<file path="src/rtl/cpu_master_wrapper.sv">
// Single-beat AXI master that bridges a simple stall/done CPU port onto AR/R/AW/W/B.
// One transaction at a time; requests are accepted only in IDLE.
module cpu_master_wrapper #(
   parameter logic [3:0] MASTER_ID = 4'd0
) (
   input  logic        ACLK,
   input  logic        ARESETn,

   input  logic        cpu_req,
   input  logic        cpu_we,
   input  logic [3:0]  cpu_strb,
   input  logic [31:0] cpu_addr,
   input  logic [31:0] cpu_wdata,
   output logic        cpu_stall,
   output logic        cpu_done,
   output logic        cpu_err,
   output logic [31:0] cpu_rdata,

   output logic [3:0]  M_ARID,
   output logic [31:0] M_ARAddr,
   output logic [3:0]  M_ARLen,
   output logic [2:0]  M_ARSize,
   output logic [1:0]  M_ARBurst,
   output logic        M_ARValid,
   input  logic        M_ARReady,

   input  logic [3:0]  M_RID,
   input  logic [31:0] M_RData,
   input  logic [1:0]  M_RResp,
   input  logic        M_RLast,
   input  logic        M_RValid,
   output logic        M_RReady,

   output logic [3:0]  M_AWID,
   output logic [31:0] M_AWAddr,
   output logic [3:0]  M_AWLen,
   output logic [2:0]  M_AWSize,
   output logic [1:0]  M_AWBurst,
   output logic        M_AWValid,
   input  logic        M_AWReady,

   output logic [31:0] M_WData,
   output logic [3:0]  M_WStrb,
   output logic        M_WLast,
   output logic        M_WValid,
   input  logic        M_WReady,

   input  logic [3:0]  M_BID,
   input  logic [1:0]  M_BResp,
   input  logic        M_BValid,
   output logic        M_BReady
);

   typedef enum logic [2:0] {
      IDLE,
      RD_ADDR,
      RD_DATA,
      WR_REQ,
      WR_RESP
   } state_t;

   state_t      state;
   state_t      state_nxt;

   logic [31:0] addr_q;
   logic [31:0] wdata_q;
   logic [3:0]  strb_q;
   logic        aw_done_q;
   logic        w_done_q;

   logic        ar_hs;
   logic        r_hs;
   logic        aw_hs;
   logic        w_hs;
   logic        b_hs;

   // IDs, RLast and BID are deliberately ignored
   logic        unused_inputs;
   assign unused_inputs = ^{M_RID, M_BID, M_RLast};

   assign ar_hs = M_ARValid & M_ARReady;
   assign r_hs  = M_RValid  & M_RReady;
   assign aw_hs = M_AWValid & M_AWReady;
   assign w_hs  = M_WValid  & M_WReady;
   assign b_hs  = M_BValid  & M_BReady;

   always_ff @(posedge ACLK or negedge ARESETn) begin
      if (!ARESETn) begin
         state <= IDLE;
      end else begin
         state <= state_nxt;
      end
   end

   always_comb begin
      state_nxt = state;
      case (state)
         IDLE: begin
            if (cpu_req) begin
               state_nxt = cpu_we ? WR_REQ : RD_ADDR;
            end
         end
         RD_ADDR: begin
            if (ar_hs) begin
               state_nxt = RD_DATA;
            end
         end
         RD_DATA: begin
            if (r_hs) begin
               state_nxt = IDLE;
            end
         end
         WR_REQ: begin
            // AW and W complete independently, possibly in the same cycle
            if ((aw_done_q | aw_hs) & (w_done_q | w_hs)) begin
               state_nxt = WR_RESP;
            end
         end
         WR_RESP: begin
            if (b_hs) begin
               state_nxt = IDLE;
            end
         end
         default: state_nxt = IDLE;
      endcase
   end

   // Valids/readies decode straight from state so reset clears them without a clock
   always_comb begin
      M_ARValid = 1'b0;
      M_RReady  = 1'b0;
      M_AWValid = 1'b0;
      M_WValid  = 1'b0;
      M_BReady  = 1'b0;
      case (state)
         RD_ADDR: M_ARValid = 1'b1;
         RD_DATA: M_RReady  = 1'b1;
         WR_REQ: begin
            M_AWValid = ~aw_done_q;
            M_WValid  = ~w_done_q;
         end
         WR_RESP: M_BReady  = 1'b1;
         default: ;
      endcase
   end

   assign cpu_stall = (state != IDLE) | cpu_req;

   always_ff @(posedge ACLK or negedge ARESETn) begin
      if (!ARESETn) begin
         addr_q    <= '0;
         wdata_q   <= '0;
         strb_q    <= '0;
         aw_done_q <= 1'b0;
         w_done_q  <= 1'b0;
         cpu_done  <= 1'b0;
         cpu_err   <= 1'b0;
         cpu_rdata <= '0;
      end else begin
         cpu_done <= r_hs | b_hs;
         cpu_err  <= (r_hs & (M_RResp != 2'b00)) | (b_hs & (M_BResp != 2'b00));
         if (r_hs) begin
            cpu_rdata <= M_RData;
         end
         if ((state == IDLE) && cpu_req) begin
            addr_q    <= cpu_addr;
            wdata_q   <= cpu_wdata;
            strb_q    <= cpu_strb;
            aw_done_q <= 1'b0;
            w_done_q  <= 1'b0;
         end else if (state == WR_REQ) begin
            if (aw_hs) begin
               aw_done_q <= 1'b1;
            end
            if (w_hs) begin
               w_done_q <= 1'b1;
            end
         end
      end
   end

   assign M_ARID    = MASTER_ID;
   assign M_ARAddr  = addr_q;
   assign M_ARLen   = 4'd0;
   assign M_ARSize  = 3'b010;
   assign M_ARBurst = 2'b01;

   assign M_AWID    = MASTER_ID;
   assign M_AWAddr  = addr_q;
   assign M_AWLen   = 4'd0;
   assign M_AWSize  = 3'b010;
   assign M_AWBurst = 2'b01;

   assign M_WData   = wdata_q;
   assign M_WStrb   = strb_q;
   assign M_WLast   = 1'b1;

endmodule

</file>
<file path="config.mk">
export PLATFORM = sky130hd
export DESIGN_NAME = cpu_master_wrapper
export DESIGN_NICKNAME = d
export VERILOG_FILES = /design/src/rtl/cpu_master_wrapper.sv
export SDC_FILE = /design/constraint.sdc
export NUM_CORES = 1
export LEC_CHECK = 0
export BUFFER_PORTS_ARGS = -buffer_cell sky130_fd_sc_hd__buf_4
export CORE_MARGIN = 8
export CORE_UTILIZATION = 39
export DETAILED_ROUTE_END_ITERATION = 8
export GPL_TIMING_DRIVEN = 0
export PLACE_DENSITY = 0.77
export RECOVER_POWER = 25
export SETUP_SLACK_MARGIN = 0.02
export SLEW_MARGIN = 15
export SYNTH_ARGS = -nofsm -noshare
export SYNTH_HDL_FRONTEND = slang
export SYNTH_SLANG_ARGS = --single-unit
</file>
<file path="constraint.sdc">
create_clock -name ACLK -period 1.9 [get_ports ACLK]
set_clock_uncertainty 0.2 [all_clocks]
set_input_delay 0.19 -clock ACLK [delete_from_list [all_inputs] [get_ports ACLK]]
set_output_delay 0.19 -clock ACLK [all_outputs]
set_load 0.05 [all_outputs]
</file>
### Word-level counts from Yosys, hierarchy flattened

Index checks and enable logic that the tools add are counted.

| storage, ports and cells | value |
|---|---|
| output and inout port bits | 167 |
| register bits after elaboration | 107 |

| operators by class | value |
|---|---|
| reductions and logical operators | 11 |
| bitwise operators | 15 |
| eq/ne operators | 9 |
| muxes and demuxes | 18 |

Operator list:

| cell | count |
|---|---|
| 3-bit 2-to-1 mux | 5 |
| 3-bit one-hot mux with 5 select lines | 1 |
| 1-bit 2-to-1 mux | 11 |
| 2-bit inequality test (second input constant) | 5 |
| 2-bit nonzero test | 5 |
| 1-bit bitwise AND | 8 |
| 3-bit by 2-bit equality test with 1-bit output (second input constant) | 2 |
| 1-bit bitwise OR | 5 |
| 5-bit AND reduction | 1 |
| 2-bit AND reduction | 2 |
| 3-bit by 1-bit equality test with 1-bit output (second input constant) | 1 |
| 3-bit equality test (second input constant) | 1 |
| 3-bit logical NOT | 1 |
| 3-bit nonzero test | 1 |
| 2-bit 2-to-1 mux | 1 |
| 1-bit NOT | 2 |
| 1-bit logical AND | 1 |

### Logic depth before layout (Yosys ltp)

| logic depth | value |
|---|---|
| word-level depth | 7 |
| mapped depth | 5 |
| gate-level depth less buffers | 3 |

### Least setup slack after synthesis

No wires, ideal clock.

| path | value |
|---|---|
| path type | flip-flop to flip-flop |
| from | register state[0] |
| to | register cpu_err |
| cell stages (with the launch flop) | 5 |
| path buffers | 1 |
| slack | -0.606 ns |
| data arrival time | 2.222 ns |
| path through | dfrtp_1 > clkbuf_1 > nor3b_1 > nand2_1 > o22ai_1 |

| on the way | value |
|---|---|
| word-level cells in the longest chain between the ends | 5 |

Ends and longest elaborated chain:

| element | line | source |
|---|---|---|
| from (decl) | 62 | `state_t state;` |
| from (signal assigned) | 91 | `state <= state_nxt;` |
| 3-bit equality test | 135 | `case (state)` |
| 1-bit 2-to-1 mux | 135 |  |
| named net M_BReady | 51 | `output logic M_BReady` |
| 1-bit bitwise AND | 85 | `assign b_hs = M_BValid & M_BReady;` |
| 1-bit bitwise AND | 161 | `cpu_err <= (r_hs & (M_RResp != 2'b00)) \| (b_hs & (M_BResp != 2'b00));` |
| 1-bit bitwise OR | 161 |  |
| to (signal assigned) | 161 |  |
| to (decl) | 16 | `output logic cpu_err,` |

The timed path passes the listed nets, and every way through them passes these cells.
A chain may end at the register's enable or synchronous reset.

### Final worst setup path

| path | value |
|---|---|
| from | register state[2] |
| to | register strb_q[2], in the netlist M_WStrb[2] |

| on the way | value |
|---|---|
| word-level cells in the longest chain between the ends | 2 |

Ends and longest elaborated chain:

| element | line | source |
|---|---|---|
| 3-bit logical NOT | 165 | `if ((state == IDLE) && cpu_req) begin` |
| 1-bit logical AND | 165 |  |
| to (signal assigned) | 168 | `strb_q <= cpu_strb;` |
| to (decl) | 67 | `logic [3:0] strb_q;` |

No other way between the ends.

==> results.yml <==
clock_tree:
  clk_latency_ps: 340
  cts_root_buf: "clkbuf_16"
  cts_sinks: 107
  cts_tree: "yes"
  cts_buffers: 9
  cts.reportedPaths.clkPinSlew_ps: 70
  clockBufferDepth: 2
  cts.htree.levels: 3
global_routing:
  grt_overflow: 0
  grt_max_degree: 108
  first_global_vias: 4324
  antenna_found_initial: 1
  track_usage: 0.190
  grt_pass1_wl_mm: 22.6
route:
  drc: 0
  ant_nets: 0
  vias: 3834
  wl_mm: 15.3
  wire_per_inst_microns: 17.6
  drt_iter0_drc: 155
  dr.pass1.iters: 4
  vias_per_cell: 4.42
flow_run:
  maxCapViolCount: 0
layout:
  design_area_sq_mm: 0.00784
  fin_nets: 839
  final_cells: 868
  final_cell_mix: "buf_4, dlygate4sd3_1, dfrtp_1, mux2_2, clkbuf_1"
  drive_gt1_frac: 0.485
  layout_commonest_cell: "buf_4"
  area_growth_pct: 71.9
  fillCellCount: 891
min_path:
  holdCritStartpoint: "cpu_we"
  hold_depth: 4
  hold_path_class: "primary input to flop"
place:
  place_area_sq_mm: 0.00674
  hpwlAfterDp_mm: 10.5
  gp_congestion: 0.776
  dp_cells: 739
  buffer_ports.inserted: 252
logic_synthesis:
  netlist_area_sq_mm: 0.00456
  avgSynthCellArea_sq_um: 14.3
  synth-main-ff-cell: "dfrtp_1"
  synthArstFlopShare: 1.00
  ys_seq_area_frac: 0.587
  synth_cell_type_count: 23
  ys_warn_count: 0
  synth_cells: 319
  synth_edf_count: 0
  synth-seq-cells: 107
worst_setup_path:
  rr_startpoint: "state[2]"
  cp_data_required_time_ps: 1920
  reg2reg_depth: 4
  cp-start-kind: "flop"
  end_kind: "flop"
  arrival_ps: 1840
  critPathLaunch: "state[2]"
  cp_max_fo: 10
  crit_type: "flop to flop"
sta:
  period_minus_slack_ps: 1820
  slew_headroom: 0.357
  fmax_mhz: 549
  min_period_over_period: 0.959
  hold_viol: 0
  grt_setup_unrepaired: "true"
  slew_viol_final: 0
  worst_pin_slew_ps: 964
  finalSetupViolCount: 0
floorplan:
  core_sq_mm: 0.0114
  dieArea_sq_mm: 0.0154
  fp.dieW_microns: 124
  initial_core_util: 0.400
  io_pins: 289
  rows: 39
  die_h_microns: 124
status:
  status: "finished clean"
-- cells in the mapped netlist (2+ instances only) --
library cell / count / area [sq um]
a21o_1: 2 / 15.0
a21oi_1: 4 / 20.0
buf_2: 4 / 20.0
buf_4: 64 / 480
buf_6: 2 / 22.5
conb_1: 2 / 7.51
dfrtp_1: 107 / 2680
mux2_1: 11 / 124
mux2_2: 89 / 1000
nand2_1: 6 / 22.5
nand2b_1: 3 / 18.8
nor2_1: 11 / 41.3
nor2b_1: 2 / 12.5
o21ai_0: 2 / 10.0
o22ai_1: 2 / 12.5
-- flip-flops by register name, summed over array words and instances (netlist names) --
| name | cells |
|---|---|
| M_WData | 32 |
| M_WStrb | 4 |
| cpu_done | 1 |
| state | 3 |
| cpu_err | 1 |
| aw_done_q | 1 |
| w_done_q | 1 |
| M_ARAddr | 32 |
| cpu_rdata | 32 |
-- through the flow --
| step | utilization | hold slack, ps | setup TNS [ps] | setup WS (ps) |
|---|---|---|---|---|
| 2_1_floorplan | - | -306 | 0 | 46.6 |
| 3_3_place_gp | 0.590 | 209 | -16260 | -297 |
| 3_5_place_dp | 0.590 | 189 | -17750 | -310 |
| 4_1_cts | 0.712 | 45.3 | -34.3 | -9.07 |
| 5_1_grt | 0.686 | 40.9 | 0 | 12.9 |
| 6_report | 0.687 | 47.5 | 0 | 78.7 |
-- per-layer routing --
metal / global-route usage / vias up / wire, microns
met2: 0.356 / 168 / 8160
met5: 0 / - / 0
met3: 0.0762 / 13 / 1720
met1: 0.187 / 1855 / 5220
met4: 0.0550 / 0 / 161
li1: - / 1798 / -
-- cell type report --
| type | count | area [sq um] | area share |
|---|---|---|---|
| multi-input cells | 166 | 1480 | 0.188 |
| clock inverters | 7 | 53.8 | 0.00686 |
| repair buffers | 363 | 2680 | 0.342 |
| flip-flops and latches | 107 | 2680 | 0.342 |
| plain buffers | 70 | 537 | 0.0685 |
| clock buffers | 9 | 225 | 0.0287 |
| well taps | 143 | 179 | 0.0228 |
| diodes | 3 | 7.51 | 0.000957 |
-- repair_timing --
action                     in CTS  in global routing
setup buffers                   2                  0
gates resized for setup         5                 13
hold buffers                  109                  0
hold endpoints to repair      213                  0
pin swaps                       1                  0
gates cloned                    0                  0
setup endpoints to repair     104                 46
-- final timing paths --
check / end / slack (ps)
worst max-delay path: M_WStrb[2] / 80
worst min-delay path: state[1] / 50
worst max register to register: M_WStrb[2] / 80
worst min register to register: cpu_rdata[7] / 290
max in group asynchronous: state[2] / 430
min in group asynchronous: M_ARAddr[0] / 310
-- kinds of logic (layout without fill, tap and decap cells) --
family | count (synthesis) | in the layout | synth area share
flip-flops | 107 | 107 | 0.587
multiplexers | 100 | 100 | 0.247
buffers and inverters | 71 | 449 | 0.115
AND/OR/NAND/NOR | 27 | 27 | 0.0324
AO/OA/AOI/OAI | 12 | 12 | 0.0167
other | 2 | 30 | 0.00165
-- worst max-delay path, cell delays in order (launching register included) --
cell and delay, ps:
dfrtp_2 470, nor4b_4 300, buf_4 180, buf_4 180, mux2_2 370
Power is left out: the tool's default activity adds up to more than one toggle a clock period on the data nets, which glitch-free logic cannot reach.
